<file path="src/rtl/regs_wb_arbiter.sv">
// Write-back arbiter and busy scoreboard for the register file's single write port.
// Optional REGS_WB_BYPASS_EN adds forwarding of req1 write-back data to decode.
module regs_wb_arbiter #(
  parameter int unsigned STARVE_LIMIT = 4,
  parameter int unsigned CNT_W        = 4
) (
  input  logic        clk,
  input  logic        rst,
  input  logic        req0Valid,
  input  logic [4:0]  req0Num,
  input  logic [31:0] req0Data,
  output logic        req0Ready,
  input  logic        req1Valid,
  input  logic [4:0]  req1Num,
  input  logic [31:0] req1Data,
  output logic        req1Ready,
  input  logic        sbSetEnable,
  input  logic [4:0]  sbSetNum,
  input  logic [4:0]  qNum0,
  input  logic [4:0]  qNum1,
  output logic        stall,
  output logic [31:0] sbBusy,
  output logic        regsWriteEnable,
  output logic [4:0]  regWriteNum,
  output logic [31:0] regWriteData
`ifdef REGS_WB_BYPASS_EN
  ,
  output logic        fwd0Valid,
  output logic [31:0] fwd0Data,
  output logic        fwd1Valid,
  output logic [31:0] fwd1Data
`endif
);

  localparam logic [CNT_W-1:0] Limit = CNT_W'(STARVE_LIMIT);

  logic [CNT_W-1:0] starveCnt_q, starveCnt_d;
  logic [31:0]      sbBusy_q, sbBusy_d;
  logic             wrEn_q;
  logic [4:0]       wrNum_q;
  logic [31:0]      wrData_q;
  logic             starved;

  // req1 overrides req0's fixed priority once it has waited STARVE_LIMIT cycles.
  assign starved   = req1Valid && (starveCnt_q == Limit);
  assign req0Ready = req0Valid && !starved;
  assign req1Ready = req1Valid && (!req0Valid || starved);

  always_comb begin
    starveCnt_d = starveCnt_q;
    if (!req1Valid || req1Ready) begin
      starveCnt_d = '0;
    end else if (starveCnt_q != Limit) begin
      starveCnt_d = starveCnt_q + CNT_W'(1);
    end
  end

  // Clear first, then set, so a new outstanding op wins over a same-cycle completion.
  always_comb begin
    sbBusy_d = sbBusy_q;
    if (req1Ready && (req1Num != 5'd0)) begin
      sbBusy_d[req1Num] = 1'b0;
    end
    if (sbSetEnable && (sbSetNum != 5'd0)) begin
      sbBusy_d[sbSetNum] = 1'b1;
    end
    sbBusy_d[0] = 1'b0;
  end

`ifdef REGS_WB_BYPASS_EN
  logic clr0, clr1;

  assign clr0      = req1Ready && (req1Num == qNum0);
  assign clr1      = req1Ready && (req1Num == qNum1);
  assign fwd0Valid = clr0 && (qNum0 != 5'd0);
  assign fwd1Valid = clr1 && (qNum1 != 5'd0);
  assign fwd0Data  = req1Data;
  assign fwd1Data  = req1Data;
  assign stall     = ((qNum0 != 5'd0) && sbBusy_q[qNum0] && !clr0) ||
                     ((qNum1 != 5'd0) && sbBusy_q[qNum1] && !clr1);
`else
  assign stall = ((qNum0 != 5'd0) && sbBusy_q[qNum0]) ||
                 ((qNum1 != 5'd0) && sbBusy_q[qNum1]);
`endif

  always_ff @(posedge clk or posedge rst) begin
    if (rst) begin
      starveCnt_q <= '0;
      sbBusy_q    <= '0;
      wrEn_q      <= 1'b0;
      wrNum_q     <= '0;
      wrData_q    <= '0;
    end else begin
      starveCnt_q <= starveCnt_d;
      sbBusy_q    <= sbBusy_d;
      wrEn_q      <= req0Ready || req1Ready;
      if (req0Ready) begin
        wrNum_q  <= req0Num;
        wrData_q <= req0Data;
      end else if (req1Ready) begin
        wrNum_q  <= req1Num;
        wrData_q <= req1Data;
      end
    end
  end

  assign sbBusy          = sbBusy_q;
  assign regsWriteEnable = wrEn_q;
  assign regWriteNum     = wrNum_q;
  assign regWriteData    = wrData_q;

endmodule

</file>
<file path="config.mk">
export PLATFORM = sky130hd
export DESIGN_NAME = regs_wb_arbiter
export DESIGN_NICKNAME = d
export VERILOG_FILES = /design/src/rtl/regs_wb_arbiter.sv
export SDC_FILE = /design/constraint.sdc
export NUM_CORES = 1
export LEC_CHECK = 0
export CAP_MARGIN = 20
export CELL_PAD_IN_SITES_DETAIL_PLACEMENT = 0
export CELL_PAD_IN_SITES_GLOBAL_PLACEMENT = 2
export CORE_AREA = 2 2 177 92
export CTS_BUF_LIST = sky130_fd_sc_hd__clkbuf_4
export CTS_CLUSTER_DIAMETER = 80
export CTS_CLUSTER_SIZE = 8
export DETAILED_ROUTE_END_ITERATION = 10
export DIE_AREA = 0 0 179 94
export PLACE_DENSITY_LB_ADDON = 0.1
export SYNTH_ARGS = -nofsm -noshare
export SYNTH_HDL_FRONTEND = slang
export SYNTH_SLANG_ARGS = --single-unit
</file>
<file path="constraint.sdc">
create_clock -name clk -period 2.94 [get_ports clk]
set_clock_uncertainty 0.1 [all_clocks]
set_input_delay 0.294 -clock clk [delete_from_list [all_inputs] [get_ports clk]]
set_output_delay 0.294 -clock clk [all_outputs]
set_load 0.05 [all_outputs]
</file>
-- Yosys cells after proc, flatten, opt, wreduce, memory -nomap -nowiden
Cells that the tools add are included.
- $lt $le $gt $ge: 6
- bitwise gates (word level): 3
- multiplexer cells: 16
- $add $sub $neg: 1
- reduce and logical (&&, ||, !) cells: 22
- equality and inequality tests: 2
- operator list (cell ; number):
    32-bit two-way mux ; 4
    32-bit bitwise AND ; 1
    32-bit NOT ; 1
    32-bit OR ; 1
    5-bit by 6-bit less-than comparator with 1-bit output, second input constant ; 4
    5-bit nonzero test ; 4
    1-bit binary-select mux with 5-bit select ; 2
    1-bit demux with 5-bit select ; 2
    5-bit by 1-bit >= comparator with 1-bit output, second input constant ; 2
    5-bit two-way mux ; 2
    1-bit logical AND ; 9
    4-bit two-way mux ; 2
    4-bit by 1-bit adder with 4-bit output, second input constant ; 1
    4-bit by 3-bit == test with 1-bit output, second input constant ; 1
    1-bit logical OR ; 4
    1-bit two-way mux ; 4
    4-bit by 3-bit inequality test with 1-bit output, second input constant ; 1
    2-bit nonzero test ; 2
    1-bit zero test ; 3
- bits of input ports: 94
- logic and storage cells: 55
- output and inout port bits: 73
- register bits after elaboration: 73

-- Depth between registers and ports, before layout
- depth in word-level cells: 9
- depth in mapped cells: 9
- depth with buffers taken out: 8

-- Worst setup path after synthesis
Ideal clock, no wire load.
- path kind: register to output
- from: reg sbBusy_q[19] (netlist: sbBusy[19])
- to: out stall
- data required time: 2.546 ns
- buffers on the path: 0
- setup slack: 0.544 ns
- data arrival time: 2.002 ns
- cell stages (with the launch flop): 6
- cells stage by stage: dfrtp_1 > mux4_2 > nor4bb_1 > a41oi_1 > and3_1 > nand4_1
- word-level cells in the longest chain between the ends: 4
- elaborated cells on any way between the ends: 7
- those cells by class: 4 x mux; 3 x reduce/logical
- RTL lines (element ; RTL line ; text):
    start, declared ; 38 ; logic [31:0] sbBusy_q, sbBusy_d;
    start signal, assigned ; 95 ; sbBusy_q <= sbBusy_d;
    1-bit binary-select mux with 5-bit select (on tied branches) ; 82, 83 ;
    1-bit two-way mux (on tied branches) ; 82, 83 ;
    1-bit logical AND (on tied branches) ; 82, 83 ;
    1-bit logical OR (*) ; 82 ; assign stall = ((qNum0 != 5'd0) && sbBusy_q[qNum0]) ||
    end, declared ; 21 ; output logic stall,
Every way passes the cells marked *; elsewhere a longest branch is shown, timed or not. The select of a mux whose other input is x is not followed.

-- Final worst setup path
- from: reg starveCnt_q[0]
- to: out req1Ready
- word-level cells in the longest chain between the ends: 4
- RTL lines (element ; RTL line ; text):
    start, declared ; 37 ; logic [CNT_W-1:0] starveCnt_q, starveCnt_d;
    start signal, assigned ; 94 ; starveCnt_q <= starveCnt_d;
    4-bit by 3-bit == test with 1-bit output ; 45 ; assign starved = req1Valid && (starveCnt_q == Limit);
    1-bit logical AND ; 45 ;
    1-bit logical OR ; 47 ; assign req1Ready = req1Valid && (!req0Valid || starved);
    1-bit logical AND ; 47 ;
    end, declared ; 16 ; output logic req1Ready,
Every way passes these cells.

==> flow_metrics.py <==
metrics = {
    "logic_synthesis": {
        "synthesis.nets": 458,
        "synth_top_area_cell": "dfrtp_1",
        "yosys_warnings": 0,
        "yosys_most_used_dff": "dfrtp_1",
        "ys_top_cells_by_area": "dfrtp_1 48%, o21ai_0 11%, mux2i_1 11%",
        "synth_adder_area_share_pct": 0.662,
        "synth_compound_area_share_pct": 14.8,
        "yosys.area.top_type_share_pct": 48.4,
        "synth.distinct_cells": 39,
        "syn-instance-count": 362,
        "synthArstFlopShare_pct": 100,
        "syn_area_mm2": 0.00378,
        "avgSynthCellArea_um2": 10.4,
        "synth-xor-area-share_pct": 0.464,
        "yosysSeqAreaShare_pct": 48.4,
        "synth-simple-area-share_pct": 12.9,
        "muxShareOfSynthArea_pct": 19.2,
        "synth_edf_count": 0,
        "ys_seq_elements": 73,
        "synth_top_family_by_area": "multiplexers",
    },
    "run_status": {
        "status": "finished clean",
    },
    "global_routing": {
        "overflow": 0,
        "grt_pass1_vias": 3516,
        "grt_start_max_net_pins": 78,
        "grt_use_total_pct": 15.8,
        "antenna_found_initial": 1,
        "grt_pass1_wl_um": 20000,
    },
    "worst_setup_path": {
        "rr_worst_depth": 7,
        "cp-start-kind": "register",
        "crit_start": "starveCnt_q[0]",
        "timing.rr.end": "sbBusy[21]",
        "path_max_fanout": 5,
        "required_ns": 2.55,
        "endpoint": "req1Ready",
        "worstSetupPathType": "register to output pin",
        "cp-end-kind": "output pin",
        "crit_cells": 6,
        "ff2ff_setup_slack_ns": 0.95,
        "path_buf_inv": 2,
        "r2r_start": "starveCnt_q[0]",
        "cpLargestDelayFamily": "buffers and inverters",
        "cp_slowest_cell": "clkdlybuf4s50_1",
        "cp_cell_sequence": "inv_1 -> ha_1 -> nand4b_1 -> nand2_2 -> and2_1 -> clkdlybuf4s50_1",
        "cpPeakStageDelay_ns": 0.80,
        "critical_path_arrival_ns": 2.28,
    },
    "cts": {
        "numCtsBuffers": 9,
        "postCtsSetupRepairBufs": 0,
        "ctsLongestPathBuffers": 2,
        "hold_buffers": 0,
        "clkSinkCount": 73,
        "cts_tree": "yes",
        "cts_root_buffer": "clkbuf_4",
        "clk_pin_slew_ns": 0.13,
        "cts_resized": 0,
        "h-tree-depth": 3,
        "clk_latency_ns": 0.43,
    },
    "final_layout": {
        "final_cell_area_mm2": 0.00584,
        "final_common_cell": "clkdlybuf4s50_1",
        "syn_to_final_growth_pct": 54.6,
        "fin_nets": 620,
        "layout-drive-gt1-share_pct": 10.2,
        "num-fill-cells": 1503,
        "layout_common_cells": "162 x clkdlybuf4s50_1, 85 x o21ai_0, 73 x dfrtp_1",
    },
    "placed_design": {
        "port_buffers": 165,
        "dp_hpwl_um": 9290,
        "place_congestion": 0.764,
        "placed_area_mm2": 0.00567,
    },
    "die": {
        "die_height_um": 94,
        "ioPinCount": 167,
        "rows": 32,
        "core_mm2": 0.0152,
        "die_w_um": 179,
        "start_util_pct": 24.9,
        "die_area_mm2": 0.0168,
    },
    "power_and_ir_drop": {
        "max-vdd-ir-drop_v": 0.000168,
        "p_per_area_mw_per_mm2": 602,
        "p_leak_uw": 0.00234,
    },
    "timing": {
        "hold_violations": 0,
        "relSlewSlack_pct": 50.1,
        "fin_crit_ns": 2.67,
        "worst_slew_pin_slew_ns": 0.748,
        "maxSlewViolCount": 0,
        "period_share_pct": 90.9,
        "rsz0062_at_grt": "false",
        "setup_viol": 0,
        "max_freq_mhz": 374,
        "finalSetupTns_ns": 0,
    },
    "detailed_routing": {
        "dr.pass1.iters": 4,
        "viasPerCell": 4.70,
        "vias": 3449,
        "drt-total-wl_um": 12900,
        "route.detailed.drc": 0,
        "route.detailed.wl_per_inst_um": 17.6,
        "postRouteAntennaNets": 0,
        "drt_iter0_drc": 102,
    },
    "min_path": {
        "hp-class": "input port to async pin",
    },
    "flow_run": {
        "maxCapViolations": 0,
    },
}
==> through the flow <==
stage               power [µW]  instances  hold slack (ns)  utilization (%)  worst slack, ns
floorplan                 2180        362            0.292                -            0.544
global placement          2810        717            0.384             37.4            0.273
detailed placement        2800        717            0.380             37.4            0.272
CTS                       3570        733            0.177             38.5            0.211
global route              3690        733            0.208             38.5           0.0731
finish                    3520        734            0.197             38.5            0.268
==> flip-flops by register name, indices dropped and copies added (netlist names) <==
signal           flops
starveCnt_q          4
regWriteNum          5
sbBusy              31
regWriteData        32
regsWriteEnable      1
==> layer usage <==
layer	global-route usage (%)	vias up	part of all wire, %
li1	-	1651	-
met1	20.0	1675	45
met2	25.4	115	46
met3	6.31	8	8.3
met4	3.25	0	0.72
met5	0	-	0
==> cell usage after synthesis (all sizes together), types with 2 or more instances <==
master	number
a2111oi	2
a21oi	2
a221oi	2
and3	2
buf	9
clkbuf	14
dfrtp	73
ha	2
inv	7
mux2	5
mux2i	40
mux4	12
nand2	42
nand3	6
nand3b	8
nand4	2
nand4b	5
nor2	8
nor2b	2
nor3b	3
nor4b	2
o21ai	98
or3	2
or3b	3
or4b	2
==> cells by family (layout without fill, tap and decap cells) <==
| kind of cell | Yosys count | count (layout) |
|---|---|---|
| xor+xnor | 2 | 2 |
| other cells | 1 | 2 |
| compound gates | 107 | 107 |
| buf+inv | 30 | 197 |
| mux | 57 | 57 |
| flops | 73 | 73 |
| simple gates | 90 | 90 |
| fa+ha+maj | 2 | 2 |
==> cell type report <==
class / instances / area (µm²) / share of cell area [%]
Antenna cell: 1 / 2.50 / 0.0429
Inverter: 7 / 26.3 / 0.450
Timing Repair Buffer: 174 / 1750 / 29.9
Clock buffer: 11 / 82.6 / 1.41
Tap cell: 204 / 255 / 4.37
Sequential cell: 73 / 1830 / 31.3
Multi-Input combinational cell: 259 / 1820 / 31.2
Clock inverter: 5 / 80.1 / 1.37
==> worst min-delay path by stage <==
| stage | slack (ns) | cells after the start | end |
|---|---|---|---|
| after floorplan | 0.29 | 1 | sbBusy[12] |
| after global placement | 0.38 | 1 | starveCnt_q[0] |
| after detailed placement | 0.38 | 1 | starveCnt_q[0] |
| after CTS | 0.18 | 2 | sbBusy[4] |
| after global routing | 0.21 | 3 | regsWriteEnable |
| final | 0.20 | 2 | sbBusy[4] |
==> report_power, final <==
part	switching, µW	total (µW)	internal (µW)
clock network	386	749	363
registers	170	1330	1160
logic	870	1440	573
total	1430	3520	2090
(Power assumes the default switching activity.)
